**config.mk**
```make
export PLATFORM = sky130hd
export DESIGN_NAME = sramlike_axi_bridge_flat
export DESIGN_NICKNAME = d
export VERILOG_FILES = /design/src/rtl/sramlike_axi_bridge_if.sv /design/src/rtl/sramlike_axi_bridge.sv /design/src/flat_wrapper.sv
export SDC_FILE = /design/constraint.sdc
export NUM_CORES = 1
export LEC_CHECK = 0
export ABC_CLOCK_PERIOD_IN_PS = 2630
export CAP_MARGIN = 5
export CORE_AREA = 2 2 100 102
export DETAILED_ROUTE_END_ITERATION = 12
export DIE_AREA = 0 0 102 104
export PLACE_DENSITY = 0.85
export SETUP_SLACK_MARGIN = 0.5
export SYNTH_ARGS = -nofsm -noshare
export SYNTH_HDL_FRONTEND = slang
export SYNTH_SLANG_ARGS = --single-unit
```
**constraint.sdc**
```tcl
create_clock -name clk -period 2.63 [get_ports clk]
set_clock_uncertainty 0.15 [all_clocks]
set_input_delay 0.526 -clock clk [delete_from_list [all_inputs] [get_ports clk]]
set_output_delay 0.526 -clock clk [all_outputs]
set_load 0.02 [all_outputs]
```
**src/rtl/sramlike_axi_bridge_if.sv**
```systemverilog
// ----------------------------------------------------------------------------
// Port bundles for sramlike_axi_bridge.
//
// sram_port_if : cache-side sram-like memory port.
//   master = cache (drives req/wr/size/addr/wdata)
//   slave  = bridge (drives rdata/addr_ok/data_ok/bus_err)
//
// axi_port_if : single-beat AXI4 subset (no id/len/burst/lock/cache/prot;
//   the top-level wrapper ties those off).
//   master = bridge (drives ar*/aw*/w* payload+valid, rready, bready)
//   slave  = memory (drives arready, r*, awready, wready, b*)
//
// Handshake rule on every AXI channel: a transfer happens in the cycle where
// valid & ready are both high; valid, once raised, stays high with a stable
// payload until that cycle, and ready may be raised or dropped freely.
// ----------------------------------------------------------------------------
interface sram_port_if #(
    parameter int ADDR_W = 32
);
    logic              req;
    logic              wr;
    logic [1:0]        size;
    logic [ADDR_W-1:0] addr;
    logic [31:0]       wdata;
    logic [31:0]       rdata;
    logic              addr_ok;
    logic              data_ok;
    logic              bus_err;

    modport master (
        output req, wr, size, addr, wdata,
        input  rdata, addr_ok, data_ok, bus_err
    );

    modport slave (
        input  req, wr, size, addr, wdata,
        output rdata, addr_ok, data_ok, bus_err
    );
endinterface

interface axi_port_if #(
    parameter int ADDR_W = 32
);
    logic [ADDR_W-1:0] araddr;
    logic [2:0]        arsize;
    logic              arvalid;
    logic              arready;
    logic [31:0]       rdata_axi;
    logic [1:0]        rresp;
    logic              rvalid;
    logic              rready;
    logic [ADDR_W-1:0] awaddr;
    logic [2:0]        awsize;
    logic              awvalid;
    logic              awready;
    logic [31:0]       wdata_axi;
    logic [3:0]        wstrb;
    logic              wvalid;
    logic              wready;
    logic [1:0]        bresp;
    logic              bvalid;
    logic              bready;

    modport master (
        output araddr, arsize, arvalid, rready,
               awaddr, awsize, awvalid, wdata_axi, wstrb, wvalid, bready,
        input  arready, rdata_axi, rresp, rvalid,
               awready, wready, bresp, bvalid
    );

    modport slave (
        input  araddr, arsize, arvalid, rready,
               awaddr, awsize, awvalid, wdata_axi, wstrb, wvalid, bready,
        output arready, rdata_axi, rresp, rvalid,
               awready, wready, bresp, bvalid
    );
endinterface

```
**src/rtl/sramlike_axi_bridge.sv**
```systemverilog
// ----------------------------------------------------------------------------
// sramlike_axi_bridge
//
// Turns the data cache's sram-like port (req/addr_ok/data_ok) into single-beat
// AXI read or write transactions, one in flight at a time, in request order.
//
// Ports:
//   clk, rst   : clock, synchronous active-high reset
//   sram       : sram_port_if.slave  - cache side
//   axi        : axi_port_if.master  - memory side
//   state_dbg  : current FSM state (0 IDLE, 1 AR, 2 R, 3 AW_W, 4 B)
//
// Parameters:
//   ADDR_W     : address width (only 32 supported)
//   ERR_STICKY : 1 = bus_err held until rst, 0 = one-cycle pulse with the
//                failing data_ok
// ----------------------------------------------------------------------------
module sramlike_axi_bridge #(
    parameter int ADDR_W     = 32,
    parameter bit ERR_STICKY = 1'b1
) (
    input  logic         clk,
    input  logic         rst,
    sram_port_if.slave   sram,
    axi_port_if.master   axi,
    output logic [2:0]   state_dbg
);

    typedef enum logic [2:0] {
        IDLE = 3'd0,
        AR   = 3'd1,
        R    = 3'd2,
        AW_W = 3'd3,
        B    = 3'd4
    } state_t;

    state_t            state_q,   state_d;
    logic [ADDR_W-1:0] addr_q,    addr_d;
    logic [1:0]        size_q,    size_d;
    logic              wr_q,      wr_d;
    logic [31:0]       wdata_q,   wdata_d;
    logic [3:0]        wstrb_q,   wstrb_d;
    logic              arvalid_q, arvalid_d;
    logic              rready_q,  rready_d;
    logic              awvalid_q, awvalid_d;
    logic              wvalid_q,  wvalid_d;
    logic              bready_q,  bready_d;
    logic              bus_err_q, bus_err_d;

    logic              r_fire;
    logic              b_fire;
    logic              err_now;
    logic              aw_ok;
    logic              w_ok;
    logic [3:0]        strb_new;

    // Byte lanes for the incoming request; size=3 is illegal and enables none.
    always_comb begin
        strb_new = 4'b0000;
        case (sram.size)
            2'd0:    strb_new = 4'b0001 << sram.addr[1:0];
            2'd1:    strb_new = sram.addr[1] ? 4'b1100 : 4'b0011;
            2'd2:    strb_new = 4'b1111;
            default: strb_new = 4'b0000;
        endcase
    end

    assign r_fire  = rready_q & axi.rvalid;
    assign b_fire  = bready_q & axi.bvalid;
    assign err_now = (r_fire & (axi.rresp != 2'b00)) |
                     (b_fire & (axi.bresp != 2'b00));

    // A channel counts as done if it finished earlier or finishes this cycle.
    assign aw_ok = ~awvalid_q | axi.awready;
    assign w_ok  = ~wvalid_q  | axi.wready;

    always_comb begin
        state_d   = state_q;
        addr_d    = addr_q;
        size_d    = size_q;
        wr_d      = wr_q;
        wdata_d   = wdata_q;
        wstrb_d   = wstrb_q;
        arvalid_d = arvalid_q;
        rready_d  = rready_q;
        awvalid_d = awvalid_q;
        wvalid_d  = wvalid_q;
        bready_d  = bready_q;
        bus_err_d = bus_err_q;

        case (state_q)
            IDLE: begin
                if (sram.req) begin
                    addr_d  = sram.addr;
                    size_d  = sram.size;
                    wr_d    = sram.wr;
                    wdata_d = sram.wdata;
                    wstrb_d = strb_new;
                    if (sram.wr) begin
                        awvalid_d = 1'b1;
                        wvalid_d  = 1'b1;
                        state_d   = AW_W;
                    end else begin
                        arvalid_d = 1'b1;
                        state_d   = AR;
                    end
                end
            end
            AR: begin
                if (axi.arready) begin
                    arvalid_d = 1'b0;
                    rready_d  = 1'b1;
                    state_d   = R;
                end
            end
            R: begin
                if (axi.rvalid) begin
                    rready_d = 1'b0;
                    state_d  = IDLE;
                end
            end
            AW_W: begin
                if (awvalid_q && axi.awready) awvalid_d = 1'b0;
                if (wvalid_q && axi.wready)   wvalid_d  = 1'b0;
                if (aw_ok && w_ok) begin
                    awvalid_d = 1'b0;
                    wvalid_d  = 1'b0;
                    bready_d  = 1'b1;
                    state_d   = B;
                end
            end
            B: begin
                if (axi.bvalid) begin
                    bready_d = 1'b0;
                    state_d  = IDLE;
                end
            end
            default: state_d = IDLE;
        endcase

        if (ERR_STICKY && err_now) bus_err_d = 1'b1;
    end

    always_ff @(posedge clk) begin
        if (rst) begin
            state_q   <= IDLE;
            addr_q    <= '0;
            size_q    <= '0;
            wr_q      <= 1'b0;
            wdata_q   <= '0;
            wstrb_q   <= '0;
            arvalid_q <= 1'b0;
            rready_q  <= 1'b0;
            awvalid_q <= 1'b0;
            wvalid_q  <= 1'b0;
            bready_q  <= 1'b0;
            bus_err_q <= 1'b0;
        end else begin
            state_q   <= state_d;
            addr_q    <= addr_d;
            size_q    <= size_d;
            wr_q      <= wr_d;
            wdata_q   <= wdata_d;
            wstrb_q   <= wstrb_d;
            arvalid_q <= arvalid_d;
            rready_q  <= rready_d;
            awvalid_q <= awvalid_d;
            wvalid_q  <= wvalid_d;
            bready_q  <= bready_d;
            bus_err_q <= bus_err_d;
        end
    end

    // Cache side. addr_ok only exists in IDLE, so it can never coincide with
    // data_ok, and the next request lands at the earliest one cycle later.
    assign sram.addr_ok = ~rst & (state_q == IDLE) & sram.req;
    assign sram.data_ok = ~rst & (wr_q ? b_fire : r_fire);
    assign sram.rdata   = (~rst & ~wr_q & r_fire) ? axi.rdata_axi : 32'h0;
    assign sram.bus_err = ~rst & (bus_err_q | err_now);

    // AXI side: payloads come straight from the holding registers so they
    // stay stable while the matching valid is pending.
    assign axi.araddr    = addr_q;
    assign axi.arsize    = {1'b0, size_q};
    assign axi.arvalid   = arvalid_q;
    assign axi.rready    = rready_q;
    assign axi.awaddr    = addr_q;
    assign axi.awsize    = {1'b0, size_q};
    assign axi.awvalid   = awvalid_q;
    assign axi.wdata_axi = wdata_q;
    assign axi.wstrb     = wstrb_q;
    assign axi.wvalid    = wvalid_q;
    assign axi.bready    = bready_q;

    assign state_dbg = state_q;

endmodule

```
**src/flat_wrapper.sv**
```systemverilog
// flat-port wrapper written by rule: the top's interface ports become plain ports
module sramlike_axi_bridge_flat 
#(
    parameter int ADDR_W     = 32,
    parameter bit ERR_STICKY = 1'b1
)
  (clk, rst, state_dbg, sram_req, sram_wr, sram_size, sram_addr, sram_wdata, sram_rdata, sram_addr_ok, sram_data_ok, sram_bus_err, axi_araddr, axi_arsize, axi_arvalid, axi_rready, axi_awaddr, axi_awsize, axi_awvalid, axi_wdata_axi, axi_wstrb, axi_wvalid, axi_bready, axi_arready, axi_rdata_axi, axi_rresp, axi_rvalid, axi_awready, axi_wready, axi_bresp, axi_bvalid);
  sram_port_if #(.ADDR_W(ADDR_W)) sram_i ();
  axi_port_if #(.ADDR_W(ADDR_W)) axi_i ();
  input  logic clk;
  input  logic rst;
  output logic [2:0] state_dbg;
  input wire logic [$bits(sram_i.req)-1:0] sram_req;
  input wire logic [$bits(sram_i.wr)-1:0] sram_wr;
  input wire logic [$bits(sram_i.size)-1:0] sram_size;
  input wire logic [$bits(sram_i.addr)-1:0] sram_addr;
  input wire logic [$bits(sram_i.wdata)-1:0] sram_wdata;
  output wire logic [$bits(sram_i.rdata)-1:0] sram_rdata;
  output wire logic [$bits(sram_i.addr_ok)-1:0] sram_addr_ok;
  output wire logic [$bits(sram_i.data_ok)-1:0] sram_data_ok;
  output wire logic [$bits(sram_i.bus_err)-1:0] sram_bus_err;
  output wire logic [$bits(axi_i.araddr)-1:0] axi_araddr;
  output wire logic [$bits(axi_i.arsize)-1:0] axi_arsize;
  output wire logic [$bits(axi_i.arvalid)-1:0] axi_arvalid;
  output wire logic [$bits(axi_i.rready)-1:0] axi_rready;
  output wire logic [$bits(axi_i.awaddr)-1:0] axi_awaddr;
  output wire logic [$bits(axi_i.awsize)-1:0] axi_awsize;
  output wire logic [$bits(axi_i.awvalid)-1:0] axi_awvalid;
  output wire logic [$bits(axi_i.wdata_axi)-1:0] axi_wdata_axi;
  output wire logic [$bits(axi_i.wstrb)-1:0] axi_wstrb;
  output wire logic [$bits(axi_i.wvalid)-1:0] axi_wvalid;
  output wire logic [$bits(axi_i.bready)-1:0] axi_bready;
  input wire logic [$bits(axi_i.arready)-1:0] axi_arready;
  input wire logic [$bits(axi_i.rdata_axi)-1:0] axi_rdata_axi;
  input wire logic [$bits(axi_i.rresp)-1:0] axi_rresp;
  input wire logic [$bits(axi_i.rvalid)-1:0] axi_rvalid;
  input wire logic [$bits(axi_i.awready)-1:0] axi_awready;
  input wire logic [$bits(axi_i.wready)-1:0] axi_wready;
  input wire logic [$bits(axi_i.bresp)-1:0] axi_bresp;
  input wire logic [$bits(axi_i.bvalid)-1:0] axi_bvalid;
  assign sram_i.req = sram_req;
  assign sram_i.wr = sram_wr;
  assign sram_i.size = sram_size;
  assign sram_i.addr = sram_addr;
  assign sram_i.wdata = sram_wdata;
  assign sram_rdata = sram_i.rdata;
  assign sram_addr_ok = sram_i.addr_ok;
  assign sram_data_ok = sram_i.data_ok;
  assign sram_bus_err = sram_i.bus_err;
  assign axi_araddr = axi_i.araddr;
  assign axi_arsize = axi_i.arsize;
  assign axi_arvalid = axi_i.arvalid;
  assign axi_rready = axi_i.rready;
  assign axi_awaddr = axi_i.awaddr;
  assign axi_awsize = axi_i.awsize;
  assign axi_awvalid = axi_i.awvalid;
  assign axi_wdata_axi = axi_i.wdata_axi;
  assign axi_wstrb = axi_i.wstrb;
  assign axi_wvalid = axi_i.wvalid;
  assign axi_bready = axi_i.bready;
  assign axi_i.arready = axi_arready;
  assign axi_i.rdata_axi = axi_rdata_axi;
  assign axi_i.rresp = axi_rresp;
  assign axi_i.rvalid = axi_rvalid;
  assign axi_i.awready = axi_awready;
  assign axi_i.wready = axi_wready;
  assign axi_i.bresp = axi_bresp;
  assign axi_i.bvalid = axi_bvalid;
  sramlike_axi_bridge #(.ADDR_W(ADDR_W), .ERR_STICKY(ERR_STICKY)) u_core (.clk(clk), .rst(rst), .sram(sram_i), .axi(axi_i), .state_dbg(state_dbg));
endmodule
```
### Yosys cells after proc, flatten, opt, wreduce, memory -nomap -nowiden

Cells that the tools add are included.

| storage, ports and cells | value |
|---|---|
| register bits after elaboration | 80 |
| input port bits | 111 |
| output and inout bits | 149 |
| word-level logic and storage cells | 93 |

| cells by class | value |
|---|---|
| equality and inequality tests | 15 |
| shift operators | 1 |
| muxes and demuxes | 29 |
| bitwise gates (word level) | 18 |
| reduce and logical (&&, ||, !) cells | 18 |

Operators with widths:

| operator | number |
|---|---|
| 32-bit 2-to-1 mux | 1 |
| 3-bit 2-to-1 mux | 5 |
| 3-bit case mux with 5 select lines | 1 |
| 1-bit 2-to-1 mux | 14 |
| 2-bit != test, second input constant | 6 |
| 4-bit case mux with 3 select lines | 1 |
| 4-bit AND reduction | 3 |
| 2-bit nonzero test | 6 |
| 1-bit AND | 10 |
| 1-bit case mux with 2 select lines | 5 |
| 3-bit by 2-bit == test with 1-bit output, second input constant | 2 |
| 3-bit by 1-bit != test with 1-bit output, second input constant | 2 |
| 3-bit AND reduction | 2 |
| 5-bit AND reduction | 1 |
| 4-bit 2-to-1 mux | 1 |
| 1-bit inverter | 4 |
| 1-bit bitwise OR | 4 |
| 1-bit by 2-bit << shifter with 4-bit output, first input constant | 1 |
| 3-bit by 1-bit == test with 1-bit output, second input constant | 1 |
| 3-bit == test, second input constant | 1 |
| 1-bit logical AND | 3 |
| 3-bit logical NOT | 1 |
| 2-bit by 1-bit == test with 1-bit output, second input constant | 1 |
| 2-bit == test, second input constant | 1 |
| other kinds (4) | 4 |

### Longest topological paths before layout

| logic depth | value |
|---|---|
| word-level depth | 5 |
| mapped depth | 7 |
| gate-level depth less buffers | 4 |

### Least setup slack after synthesis

Ideal clock, no wire load.

| timing path | value |
|---|---|
| path kind | in2out |
| start point | input rst |
| end point | output sram_rdata[0] |
| arrival time | 1.511 ns |
| required time | 1.954 ns |
| path slack | 0.443 ns |
| cell stages on the path | 4 |
| path buffers | 2 |
| cell sequence | buf_2 > nor3_1 > clkbuf_1 > and2_1 |

| on the way | value |
|---|---|
| longest elaborated chain between the ends | 4 |

Ends and longest elaborated chain:

| what | RTL line | source |
|---|---|---|
| from (decl) | flat_wrapper.sv:11 | `input logic rst;` |
| 1-bit inverter | sramlike_axi_bridge.sv:178 | `assign sram.rdata = (~rst & ~wr_q & r_fire) ? axi.rdata_axi : 32'h0;` |
| 1-bit AND (2 in series) | sramlike_axi_bridge.sv:178 |  |
| 32-bit 2-to-1 mux | sramlike_axi_bridge.sv:178 |  |
| to (decl) | flat_wrapper.sv:18 | `output wire logic [$bits(sram_i.rdata)-1:0] sram_rdata;` |

Every way passes these cells.

### Final worst setup path

| timing path | value |
|---|---|
| start point | register u_core.rready_q (netlist: u_core.axi.rready) |
| end point | output sram_rdata[1] |

| on the way | value |
|---|---|
| longest elaborated chain between the ends | 3 |

Ends and longest elaborated chain:

| what | RTL line | source |
|---|---|---|
| from (decl) | sramlike_axi_bridge.sv:44 | `logic rready_q, rready_d;` |
| from (signal assigned) | sramlike_axi_bridge.sv:166 | `rready_q <= rready_d;` |
| 1-bit AND | sramlike_axi_bridge.sv:68 | `assign r_fire = rready_q & axi.rvalid;` |
| 1-bit AND | sramlike_axi_bridge.sv:178 |  |
| 32-bit 2-to-1 mux | sramlike_axi_bridge.sv:178 |  |

Every way passes these cells.

==> metrics.cfg <==
[placement]
placed_cells=782
portBuffers=257
dpl_worst_slack_ns=-0.271
dpl.hpwl_mm=8.88
place_area_um2=5890
gp_congestion=0.792

[floorplanning]
coreArea_um2=9550
die_area_um2=10600
row_count=36
io_pins=260
die_w_um=102
die_y_um=104
start_util_pct=35.8

[critical_path]
r2r.worst_path.cells=6
r2r_slack_ns=0.77
path_max_fanout=8
reg2reg_to=u_core.axi.araddr[22]$_SDFFE_PP0P_
critical_path_class=reg -> out
endpoint_kind=primary output
timing.rr.start=u_core.state_dbg[0]$_SDFFE_PP0P_
worst_ep_required_time_ns=1.95
cp.arrival_ns=1.61
start_kind=flip-flop

[sta]
rsz0062_at_grt=yes
hold_viol=0
fin_crit_ns=2.29
fmax_mhz=437
hold_slack_ns=0.306
worst_slack_ns=0.342
timing.final.crit_share_pct=87.0
tns_ns=0
finalSetupViolations=0
slew_violations=0

[routing]
routed_via_density=4.76
drt_pass1_iterations=4
wirelength_mm=12.5
drt_iter0_drc=193
vias=3843
drt.antenna.violating_nets=0
post-route-drc-count=0
wl_per_cell_um=15.4

[global_routing]
grt_pass1_vias=3674
grt_antenna_before_repair=0
grt_max_degree=54
overflow=0
grt_usage_pct=21.9
grt_pass1_wl_mm=18.6

[yosys]
syn_area_per_cell_um2=7.76
synth_area_leaders=dfxtp_1 47%, nand2_1 15%, a21oi_1 11%
yosysTopAreaCell=dfxtp_1
synth_top_area_share_pct=46.8
syn_inst=441
yosysSeqAreaShare_pct=46.8
synth-seq-cells=80
netlist-cell-type-count=30
synth_warnings=0
synth_area_um2=3420

[layout]
diodes=0
post_layout_nonfiller_instances=807
nets=781
drive_gt1_share_pct=17.4
regArea_um2=1600
fin_area_um2=6350
multi_input_area_um2=1510
post-route-util_pct=66.5
n_fill_cell=771
area_growth_pct=85.7

[hold_path]
whs_endpoint=u_core.axi.wdata_axi[30]$_SDFFE_PP0P_
hold_class=reg -> reg
whs_path_depth=2
min_from=u_core.axi.wdata_axi[30]$_SDFFE_PP0P_

[pwr]
total_power_mw=3.60
power.static_leakage_nw=2.48
peakVddDrop_v=0.000425
p_per_area_nw_per_um2=567

[cts]
htreeDepth=3
path_clk_slew_ns=0.08
clock_latency_ns=0.33
cts_tree=built
clockBufferDepth=2
cts-root-buf=clkbuf_8
hold_buffers=0
numCtsBuffers=9
cts_sinks=80

[run_status]
status=finished, final reports clean

[run]
drv_cap=0

==> power by group <==
| part | internal [mW] | leakage [nW] | switching (mW) | total [mW] |
|---|---|---|---|---|
| sequential | 1.35 | 0.657 | 0.0934 | 1.44 |
| combinational | 0.630 | 1.74 | 0.661 | 1.29 |
| clock | 0.434 | 0.0883 | 0.434 | 0.868 |
| total | 2.41 | 2.48 | 1.19 | 3.60 |
==> final cells by class <==
| cell class | count | share of cell area (%) |
|---|---|---|
| clock buffer | 10 | 2.01 |
| clock inverter | 5 | 0.926 |
| inverter | 3 | 0.177 |
| multi-input combinational | 294 | 23.8 |
| sequential | 80 | 25.3 |
| tap | 133 | 2.62 |
| timing repair buffer | 282 | 45.2 |
==> cells in the mapped netlist <==
cell	count
buf_2	16
a21oi_1	72
and2_1	32
buf_6	1
nor3_4	1
inv_1	3
nand2_1	139
o221ai_1	1
nor2_1	13
a31o_2	1
a41o_1	1
or2_2	1
o21ai_0	3
a2bb2oi_1	1
o211ai_1	2
nand2b_1	2
nand2b_4	1
a22oi_1	1
a211oi_1	4
nor2b_1	3
buf_1	1
conb_1	1
nand3_1	3
buf_4	37
dfxtp_1	80
nor4_1	1
mux2i_1	3
clkbuf_1	10
nor3_1	5
nand3b_1	2
==> how the worst max path moves through the flow <==
stage                                         startpoint             end  slack [ns]  cells after the start
after floorplan                                      rst    sram_addr_ok        0.52                      2
after global placement                        axi_rvalid  sram_rdata[12]       -0.23                      6
after detailed placement                      axi_rvalid   sram_rdata[2]       -0.27                      6
after CTS                                     axi_rvalid   sram_rdata[2]        0.37                      7
after global routing      u_core.axi.rready$_SDFFE_PP0P_   sram_rdata[1]        0.29                      7
final                     u_core.axi.rready$_SDFFE_PP0P_   sram_rdata[1]        0.34                      7
==> placed cells by master (no fill, tap or decap), drive strengths merged, types with 2 or more instances in the layout <==
| master | count |
|---|---|
| clkbuf | 11 |
| nand2 | 139 |
| dlygate4sd2 | 8 |
| clkdlybuf4s15 | 3 |
| o21ai | 3 |
| nor2 | 13 |
| nand2b | 3 |
| o211ai | 2 |
| conb | 2 |
| nand3 | 3 |
| nor2b | 3 |
| nor3 | 6 |
| buf | 60 |
| and2 | 32 |
| a211oi | 4 |
| clkdlybuf4s50 | 210 |
| a21oi | 72 |
| mux2i | 3 |
| clkinv | 2 |
| clkinvlp | 2 |
| nand3b | 2 |
| dfxtp | 80 |
| inv | 3 |
==> logic make-up after synthesis <==
kind of cell | count (synthesis) | synth area share, %
AOI/OAI and AO/OA | 86 | 13.6
buffers and inverters | 68 | 12.3
DFF | 80 | 46.8
muxes | 3 | 0.878
other | 1 | 0.110
and+or+nand+nor | 203 | 26.3
==> flip-flops by register name, indices dropped and copies added, names as in the netlist <==
signal and flops:
u_core.state_dbg 3, u_core.axi.wstrb 4, u_core.axi.arvalid 1, u_core.axi.rready 1
u_core.wr_q 1, u_core.bus_err_q 1, u_core.axi.bready 1, u_core.axi.wvalid 1
u_core.axi.wdata_axi 32, u_core.axi.awvalid 1, u_core.axi.araddr 32, u_core.size_q 2
==> layer usage <==
layer | up-vias | part of all wire (%) | track usage [%]
li1 | 1839 | - | -
met1 | 1790 | 39 | 27.2
met2 | 187 | 51 | 37.5
met3 | 27 | 7.5 | 4.57
met4 | 0 | 2.5 | 7.05
met5 | - | 0 | 0
==> worst max-delay path, stage by stage (launching register included) <==
cell       delay (ns)
dfxtp_2          0.36
nand2_2          0.08
nor3_4           0.17
buf_4            0.15
buf_6            0.11
clkbuf_16        0.15
and2_4           0.14
buf_6            0.11
==> what timing repair did <==
action / in CTS / in global routing
pin swaps: 5 / 13
gates resized for setup: 219 / 47
cloned: 2 / 1
buffers inserted: 3 / 4
endpoints found under the setup margin: 39 / 34
No activity file was read; power rests on OpenSTA's default activity.
